==> src/rtl/hram_mmio_responder_if.sv <==
// CPU bus bundle for hram_mmio_responder: strobes, address, write data,
// combinational read data and claim flag.
`timescale 1ns/1ps
interface hram_mmio_responder_if;
  logic        rd_en;
  logic        wr_en;
  logic [15:0] addr_in;
  logic [7:0]  data_in;
  logic [7:0]  data_out;
  logic        hit;

  modport master (
    output rd_en, wr_en, addr_in, data_in,
    input  data_out, hit
  );

  modport slave (
    input  rd_en, wr_en, addr_in, data_in,
    output data_out, hit
  );
endinterface

==> src/rtl/hram_mmio_responder.sv <==
// High I/O page responder: DIV/TIMA/TMA/TAC timer, IF/IE interrupt registers
// and (when HRAM_EN is defined) 127 bytes of high RAM at FF80-FFFE.
// Read data is combinational so the CPU can sample it on the closing edge.
`timescale 1ns/1ps
module hram_mmio_responder #(
  parameter logic [15:0] DIV_INIT = 16'h0000,
  parameter logic [4:0]  IF_INIT  = 5'h00
) (
  input  logic                  clk,
  input  logic                  rst,
  hram_mmio_responder_if.slave  bus,
  input  logic [4:0]            irq_set,
  input  logic [4:0]            irq_ack,
  output logic [4:0]            irq_pending
);

  logic [15:0] div;
  logic [7:0]  tima;
  logic [7:0]  tma;
  logic [2:0]  tac;
  logic [4:0]  if_q;
  logic [7:0]  ie;
  logic        ovf_pend;
  logic        term_q;

  logic is_div, is_tima, is_tma, is_tac, is_if, is_ie, is_hram;
  logic wr_div, wr_tima, wr_tma, wr_tac, wr_if, wr_ie;
  logic claimed;
  logic [7:0] rdata;
  logic [7:0] hram_rdata;
  logic sel_bit, tmr_term, tick, timer_irq;
  logic [4:0] hw_set, if_next;
  logic unused_irq_set2;

  // irq_set[2] has no function: the timer interrupt is generated internally.
  assign unused_irq_set2 = irq_set[2];

  // Register address decode and per-register write strobes.
  always_comb begin
    is_div  = (bus.addr_in == 16'hFF04);
    is_tima = (bus.addr_in == 16'hFF05);
    is_tma  = (bus.addr_in == 16'hFF06);
    is_tac  = (bus.addr_in == 16'hFF07);
    is_if   = (bus.addr_in == 16'hFF0F);
    is_ie   = (bus.addr_in == 16'hFFFF);
    wr_div  = bus.wr_en & is_div;
    wr_tima = bus.wr_en & is_tima;
    wr_tma  = bus.wr_en & is_tma;
    wr_tac  = bus.wr_en & is_tac;
    wr_if   = bus.wr_en & is_if;
    wr_ie   = bus.wr_en & is_ie;
  end

`ifdef HRAM_EN
  logic [7:0] hram [0:126];

  assign is_hram    = (bus.addr_in[15:7] == 9'h1FF) && (bus.addr_in[6:0] != 7'h7F);
  assign hram_rdata = hram[bus.addr_in[6:0]];

  // High RAM storage: no reset, contents undefined after power-up.
  always_ff @(posedge clk) begin
    if (bus.wr_en && is_hram && !rst)
      hram[bus.addr_in[6:0]] <= bus.data_in;
  end
`else
  assign is_hram    = 1'b0;
  assign hram_rdata = '1;
`endif

  // Read mux from current register state; unclaimed addresses read FF.
  always_comb begin
    claimed = 1'b1;
    rdata   = '1;
    if (is_div)       rdata = div[15:8];
    else if (is_tima) rdata = tima;
    else if (is_tma)  rdata = tma;
    else if (is_tac)  rdata = {5'b11111, tac};
    else if (is_if)   rdata = {3'b111, if_q};
    else if (is_ie)   rdata = ie;
    else if (is_hram) rdata = hram_rdata;
    else              claimed = 1'b0;
  end

  // Bus outputs are forced idle while reset is asserted.
  assign bus.hit      = claimed & (bus.rd_en | bus.wr_en) & ~rst;
  assign bus.data_out = bus.hit ? rdata : '1;

  // Timer tick source: falling edge of TAC enable ANDed with the selected div bit.
  always_comb begin
    case (tac[1:0])
      2'b00:   sel_bit = div[9];
      2'b01:   sel_bit = div[3];
      2'b10:   sel_bit = div[5];
      default: sel_bit = div[7];
    endcase
    tmr_term  = tac[2] & sel_bit;
    tick      = term_q & ~tmr_term;
    timer_irq = ovf_pend & ~wr_tima;
  end

  // Free-running divider; any write clears it.
  always_ff @(posedge clk or posedge rst) begin
    if (rst)         div <= DIV_INIT;
    else if (wr_div) div <= '0;
    else             div <= div + 16'd1;
  end

  // Previous value of the tick term for edge detection.
  always_ff @(posedge clk or posedge rst) begin
    if (rst) term_q <= 1'b0;
    else     term_q <= tmr_term;
  end

  // TIMA counter with delayed reload; a CPU write beats both tick and reload.
  always_ff @(posedge clk or posedge rst) begin
    if (rst) begin
      tima     <= '0;
      ovf_pend <= 1'b0;
    end else begin
      ovf_pend <= 1'b0;
      if (wr_tima) begin
        tima <= bus.data_in;
      end else if (ovf_pend) begin
        tima <= wr_tma ? bus.data_in : tma;
      end else if (tick) begin
        if (tima == 8'hFF) begin
          tima     <= '0;
          ovf_pend <= 1'b1;
        end else begin
          tima <= tima + 8'd1;
        end
      end
    end
  end

  // Plain CPU-written configuration registers.
  always_ff @(posedge clk or posedge rst) begin
    if (rst) begin
      tma <= '0;
      tac <= '0;
      ie  <= '0;
    end else begin
      if (wr_tma) tma <= bus.data_in;
      if (wr_tac) tac <= bus.data_in[2:0];
      if (wr_ie)  ie  <= bus.data_in;
    end
  end

  // IF next value: CPU write, then ack clear, then hardware set on top.
  always_comb begin
    hw_set  = {irq_set[4:3], timer_irq, irq_set[1:0]};
    if_next = if_q;
    if (wr_if) if_next = bus.data_in[4:0];
    if_next = (if_next & ~irq_ack) | hw_set;
  end

  // Interrupt flag register.
  always_ff @(posedge clk or posedge rst) begin
    if (rst) if_q <= IF_INIT;
    else     if_q <= if_next;
  end

  assign irq_pending = ie[4:0] & if_q;

endmodule

==> src/flat_wrapper.sv <==
// flat-port wrapper written by rule: the top's interface ports become plain ports
module hram_mmio_responder_flat 
#(
  parameter logic [15:0] DIV_INIT = 16'h0000,
  parameter logic [4:0]  IF_INIT  = 5'h00
)
  (clk, rst, irq_set, irq_ack, irq_pending, bus_rd_en, bus_wr_en, bus_addr_in, bus_data_in, bus_data_out, bus_hit);
  hram_mmio_responder_if bus_i ();
  input  logic clk;
  input  logic rst;
  input  logic [4:0] irq_set;
  input  logic [4:0] irq_ack;
  output logic [4:0] irq_pending;
  input wire logic [$bits(bus_i.rd_en)-1:0] bus_rd_en;
  input wire logic [$bits(bus_i.wr_en)-1:0] bus_wr_en;
  input wire logic [$bits(bus_i.addr_in)-1:0] bus_addr_in;
  input wire logic [$bits(bus_i.data_in)-1:0] bus_data_in;
  output wire logic [$bits(bus_i.data_out)-1:0] bus_data_out;
  output wire logic [$bits(bus_i.hit)-1:0] bus_hit;
  assign bus_i.rd_en = bus_rd_en;
  assign bus_i.wr_en = bus_wr_en;
  assign bus_i.addr_in = bus_addr_in;
  assign bus_i.data_in = bus_data_in;
  assign bus_data_out = bus_i.data_out;
  assign bus_hit = bus_i.hit;
  hram_mmio_responder #(.DIV_INIT(DIV_INIT), .IF_INIT(IF_INIT)) u_core (.clk(clk), .rst(rst), .bus(bus_i), .irq_set(irq_set), .irq_ack(irq_ack), .irq_pending(irq_pending));
endmodule
==> config.mk <==
export PLATFORM = sky130hd
export DESIGN_NAME = hram_mmio_responder_flat
export DESIGN_NICKNAME = d
export VERILOG_FILES = /design/src/rtl/hram_mmio_responder_if.sv /design/src/rtl/hram_mmio_responder.sv /design/src/flat_wrapper.sv
export SDC_FILE = /design/constraint.sdc
export NUM_CORES = 1
export LEC_CHECK = 0
export ABC_AREA = 1
export CAP_MARGIN = 20
export CORE_ASPECT_RATIO = 0.8
export CORE_UTILIZATION = 49
export DETAILED_ROUTE_END_ITERATION = 12
export PLACE_DENSITY = 0.76
export REMOVE_ABC_BUFFERS = 1
export SLEW_MARGIN = 20
export SYNTH_ARGS = -nofsm -noshare
export SYNTH_HDL_FRONTEND = slang
export SYNTH_SLANG_ARGS = --single-unit
==> constraint.sdc <==
create_clock -name clk -period 2 [get_ports clk]
set_clock_uncertainty 0.05 [all_clocks]
set_input_delay 0.3 -clock clk [delete_from_list [all_inputs] [get_ports clk]]
set_output_delay 0.3 -clock clk [all_outputs]
set_load 0.005 [all_outputs]
* Yosys cells after proc, flatten, opt, wreduce, memory -nomap -nowiden
Index checks and enable logic that the tools add are counted.
Word-level totals: flip-flop bits (word level) 50, bits in latches 0, memory bits (writable) 0, ROM bits 0, input port bits 38, output and inout bits 14, word-level logic and storage cells 65, memories 0
Operators by class: add/subtract/negate cells 2, multiply operators 0, div/mod/pow operators 0, order comparisons 0, equality and inequality tests 9, shift operators 0, muxes and demuxes 25, bitwise logic cells 19, reductions and logical operators 2
Operators by type and width (number):
- $eq 16x16->1 const B | 6
- $mux 8 | 12
- $add 16x1->16 const B | 1
- $mux 16 | 1
- $and 1x1->1 | 11
- $and 5x5->5 | 2
- $mux 1 | 10
- $add 8x1->8 const B | 1
- $eq 8x8->1 const B | 1
- $mux 5 | 1
- $not 5->5 | 1
- $or 5x5->5 | 1
- $not 1->1 | 3
- $pmux 1 s3 | 1
- $reduce_bool 3->1 | 1
- $eq 2x1->1 const B | 1
- $eq 2x2->1 const B | 1
- $logic_not 2->1 | 1
- $or 1x1->1 | 1

* Longest topological paths before layout
depth after elaboration 10, gate-level depth with buffers 12, depth with buffers taken out 12

* Worst setup path before layout
OpenSTA, ideal clock, no wires.
path type input-to-output, start in rst, end out bus_data_out[0], arrival time 1.838 ns, required time 1.650 ns, slack -0.188 ns, cell stages on the path 4, path buffers 0, path through inv_1 > nand3_4 > nor2_1 > nand2_1
On the way: word-level cells in the longest chain between the ends 3
RTL lines:
- from (decl) | RTL line flat_wrapper.sv:10 | input logic rst;
- $not 1->1 | RTL line hram_mmio_responder.sv:85 | assign bus.hit = claimed & (bus.rd_en | bus.wr_en) & ~rst;
- $and 1x1->1 | RTL line hram_mmio_responder.sv:85
- $mux 8 | RTL line hram_mmio_responder.sv:86 | assign bus.data_out = bus.hit ? rdata : '1;
- to (decl) | RTL line flat_wrapper.sv:18 | output wire logic [$bits(bus_i.data_out)-1:0] bus_data_out;
No other way between the ends.

* Final worst setup path
start in bus_addr_in[12], end out bus_data_out[4]
On the way: word-level cells in the longest chain between the ends 10, elaborated cells between the ends (all ways) 21, classes of those cells 6 x eq/ne; 13 x mux; 2 x bitwise
RTL lines:
- from (decl) | RTL line flat_wrapper.sv:16 | input wire logic [$bits(bus_i.addr_in)-1:0] bus_addr_in;
- $eq 16x16->1 | RTL line hram_mmio_responder.sv:45 | is_ie = (bus.addr_in == 16'hFFFF);
- $mux 1 | RTL line hram_mmio_responder.sv:79 | else if (is_ie) rdata = ie;
- $mux 1 | RTL line hram_mmio_responder.sv:78 | else if (is_if) rdata = {3'b111, if_q};
- $mux 1 | RTL line hram_mmio_responder.sv:77 | else if (is_tac) rdata = {5'b11111, tac};
- $mux 1 | RTL line hram_mmio_responder.sv:76 | else if (is_tma) rdata = tma;
- $mux 1 | RTL line hram_mmio_responder.sv:75 | else if (is_tima) rdata = tima;
- $mux 1 | RTL line hram_mmio_responder.sv:74 | if (is_div) rdata = div[15:8];
- $and 1x1->1 (2 in series) | RTL line hram_mmio_responder.sv:85
- $mux 8 (*) | RTL line hram_mmio_responder.sv:86
Mark *: on every way between the ends. The rest lies on a longest branch, timed or not.

==> summary.txt <==
Setup path
  • Critical path's largest stage delay: 190 ps
  • Ordered cell list for the critical path: buf_2 > nand2_2 > nor2_4 > nand2_4 > buf_6 > nor3_4 > buf_6 > buf_6 > o211ai_1 > nand3_1 > nand2_2 > buf_2
  • CP Class: in2out
  • Crit path max fanout: 4
  • Startpoint types: input port
  • Most used cell along the critical path: buf_6
  • Worst r2r src: u_core.tac[1]
  • Setup crit start: bus_addr_in[12]
  • Slowest CP cell: nor3_4
  • CP Capture Type: output port
  • Crit path required time: 1650 ps
  • CP arrival: 1650 ps

Floorplanning
  • Die Y: 76.4 µm
  • Ports: 52
  • Core Rows: 26
  • Initial Utilization: 0.519
  • Core area: 0.00654 mm²
  • Die span in x: 95.1 µm
  • Die area: 0.00727 mm²

Routing
  • DRC: 0
  • Vias per inst: 5.32
  • Routed WL per cell: 14.5 µm
  • Initial DRC Count: 338
  • Post-route ant nets: 0
  • Via Count: 3,699
  • Post-Route WL: 10,100 µm
  • First-pass DRT Iterations: 5

STA
  • Post-route worst setup slack: -4.65 ps
  • Slew @ Worst Pin: 647 ps
  • RSZ-0062 raised after global routing: yes
  • Period minus WS final: 2000 ps
  • Hold Vio Cnt, Final: 0
  • Setup violators final: 1
  • Peak Freq: approximately 0.50 GHz
  • Slew Limit Fails: 0
  • Final Cycle Share: 1.00
  • Final hold slack: about 450 ps
  • Slew headroom: 0.569

Placed design
  • Final Wtd Congestion: 0.901
  • Dpl ws: -766 ps
  • Area after DPL: approximately 0.0043 mm²
  • DP HPWL: 7290 µm
  • Port bufs: 50

Global route
  • First-pass GRT wire length: ~16,000 µm
  • Tot GR Track Use: 0.293
  • Vias in the first global route: approximately 3,500
  • GRT Residual Overflow: 0
  • Initial antenna violation count: 0
  • Largest net degree at the start of global routing: 51

Pwr
  • Cell leakage power: 2.52 nW
  • Max VDD drop: 0.352 mV
  • Power Total: 0.00207 W
  • P per Cell Area: 443 mW/mm²

Synth
  • Dominant cell type by area after synthesis: dfrtp_1
  • Synth cell types: 33
  • Seq/Total Area, Yosys: 0.369
  • Synth top area cells: dfrtp_1 (37%), nand2_1 (14%), inv_1 (9.3%)
  • Syn Std Cell Area: 0.00339 mm²
  • Top cell type's share of synthesized area: 0.369
  • Register bit count reported by yosys: 50
  • Syn Area/Cell: around 6.8 µm²
  • Mapped Cells: 501
  • Ys Warns: 0

CTS
  • Worst-Skew Late Latency: 310 ps
  • CTS tree: done
  • Clk buf depth: 2
  • Clock root buffer: clkbuf_8
  • H-tree Lvls: 2
  • Num Clock Sinks: 50
  • Clock transition at path regs: approximately 90 ps
  • Hold Buf Count CTS: 0
  • CTS Buf Count: 5

Status
  • Status: finished with violations
  • Failing checks: negative setup slack

Cells and area
  • Share of cells above drive strength 1: 0.255
  • Commonest non-fill, non-tap cell in the layout: nand2_1
  • Area grow syn2layout: 37.9%
  • Nets: between 600 and 700
  • Ant diodes: 0
  • Final instance area: between 0.004 and 0.005 mm²
  • Most frequent cells in the layout: nand2_1 (114), inv_1 (82), nor2_1 (52)

Flow run
  • Maxcap violations: 0

Worst hold path
  • Hold Crit Start: irq_set[0]
  • Hold Crit Class: in2reg
-- stage by stage --
stage,util,std cells,setup TNS [ps]
floorplan,-,492,-1580
global placement,0.653,665,-11270
detailed placement,0.653,665,-12040
CTS,0.703,693,0
global route,0.716,695,-191
finish,0.716,695,-4.65
-- cells in the mapped netlist --
library cell	count
a21boi_0	1
clkbuf_1	4
o21ai_0	5
nor2_8	2
o21ai_1	11
nor3b_1	2
nor3_1	11
nor2_4	3
a21oi_1	15
nand2_4	2
nand3_4	1
nor3_4	2
buf_2	3
o211ai_1	8
nand2_2	8
nand4_1	14
or2_2	2
ha_1	2
nand2_1	125
nor2_2	1
inv_1	84
buf_1	1
nor2_1	64
xor2_1	10
clkinv_1	1
dfrtp_1	50
nand3_2	3
nand3_1	53
nand3b_2	1
o21bai_1	3
buf_6	1
inv_2	7
nor4_1	1
-- report_power, final --
group,internal [W],switching (W),leakage (nW)
logic,0.000125,0.000152,1.81
registers,0.00104,0.0000380,0.652
clock network,0.000369,0.000346,0.0579
total,0.00154,0.000536,2.52
-- per-layer routing --
layer | wire, µm | up-vias | track usage
met1 | 4450 | 1694 | 0.408
met3 | 869 | 24 | 0.0509
met5 | 0 | - | 0
li1 | - | 1797 | -
met2 | 4480 | 184 | 0.460
met4 | 258 | 0 | 0.0955
-- sequential cells by signal, indices dropped and copies added (netlist names) --
| name | count |
|---|---|
| u_core.ovf_pend | 1 |
| u_core.tma | 8 |
| u_core.div | 16 |
| u_core.term_q | 1 |
| u_core.ie | 8 |
| u_core.tima | 8 |
| u_core.tac | 3 |
| u_core.if_q | 5 |
-- what timing repair did --
action / 4_1_cts / 5_1_grt
endpoints found under the setup margin: 9 / 9
pin swaps: 30 / 19
gates resized for setup: 117 / 30
setup buffers: 19 / 2
cloned: 1 / 0
-- worst max-delay path: cells and delay by family --
kind	cells	cell delay, ps
AO/OA/AOI/OAI	1	90
buffers and inverters	5	630
AND/OR/NAND/NOR	6	620
-- cells by family (layout without fill, tap and decap cells) --
kind of cell,after synthesis,count (layout),synth area share
AO/OA/AOI/OAI,43,43,0.0722
AND/OR/NAND/NOR,295,296,0.411
buffers and inverters,101,210,0.115
flip-flops,50,50,0.369
XOR/XNOR,10,10,0.0258
adder cells (fa/ha/maj),2,2,0.00737
-- worst paths after layout --
check / to / slack, ps / depth (start not counted)
setup / recovery: bus_data_out[4] / -5 / 12
hold / removal: u_core.if_q[0] / 450 / 3
setup reg to reg: u_core.tima[0] / 320 / 9
hold reg to reg: u_core.tma[5] / 470 / 2
max in group asynchronous: u_core.ie[5] / 900 / 3
min in group asynchronous: u_core.if_q[1] / 570 / 3
-- final cells by class --
| type | count | area, µm² |
|---|---|---|
| fillers | 525 | 1860 |
| multi-input cells | 351 | 1920 |
| well taps | 84 | 105 |
| flip-flops and latches | 50 | 1250 |
| repair buffers | 110 | 946 |
| clock buffers | 5 | 68.8 |
| inverters | 92 | 352 |
| clock inverters | 3 | 40.0 |
(Power assumes the default switching activity.)
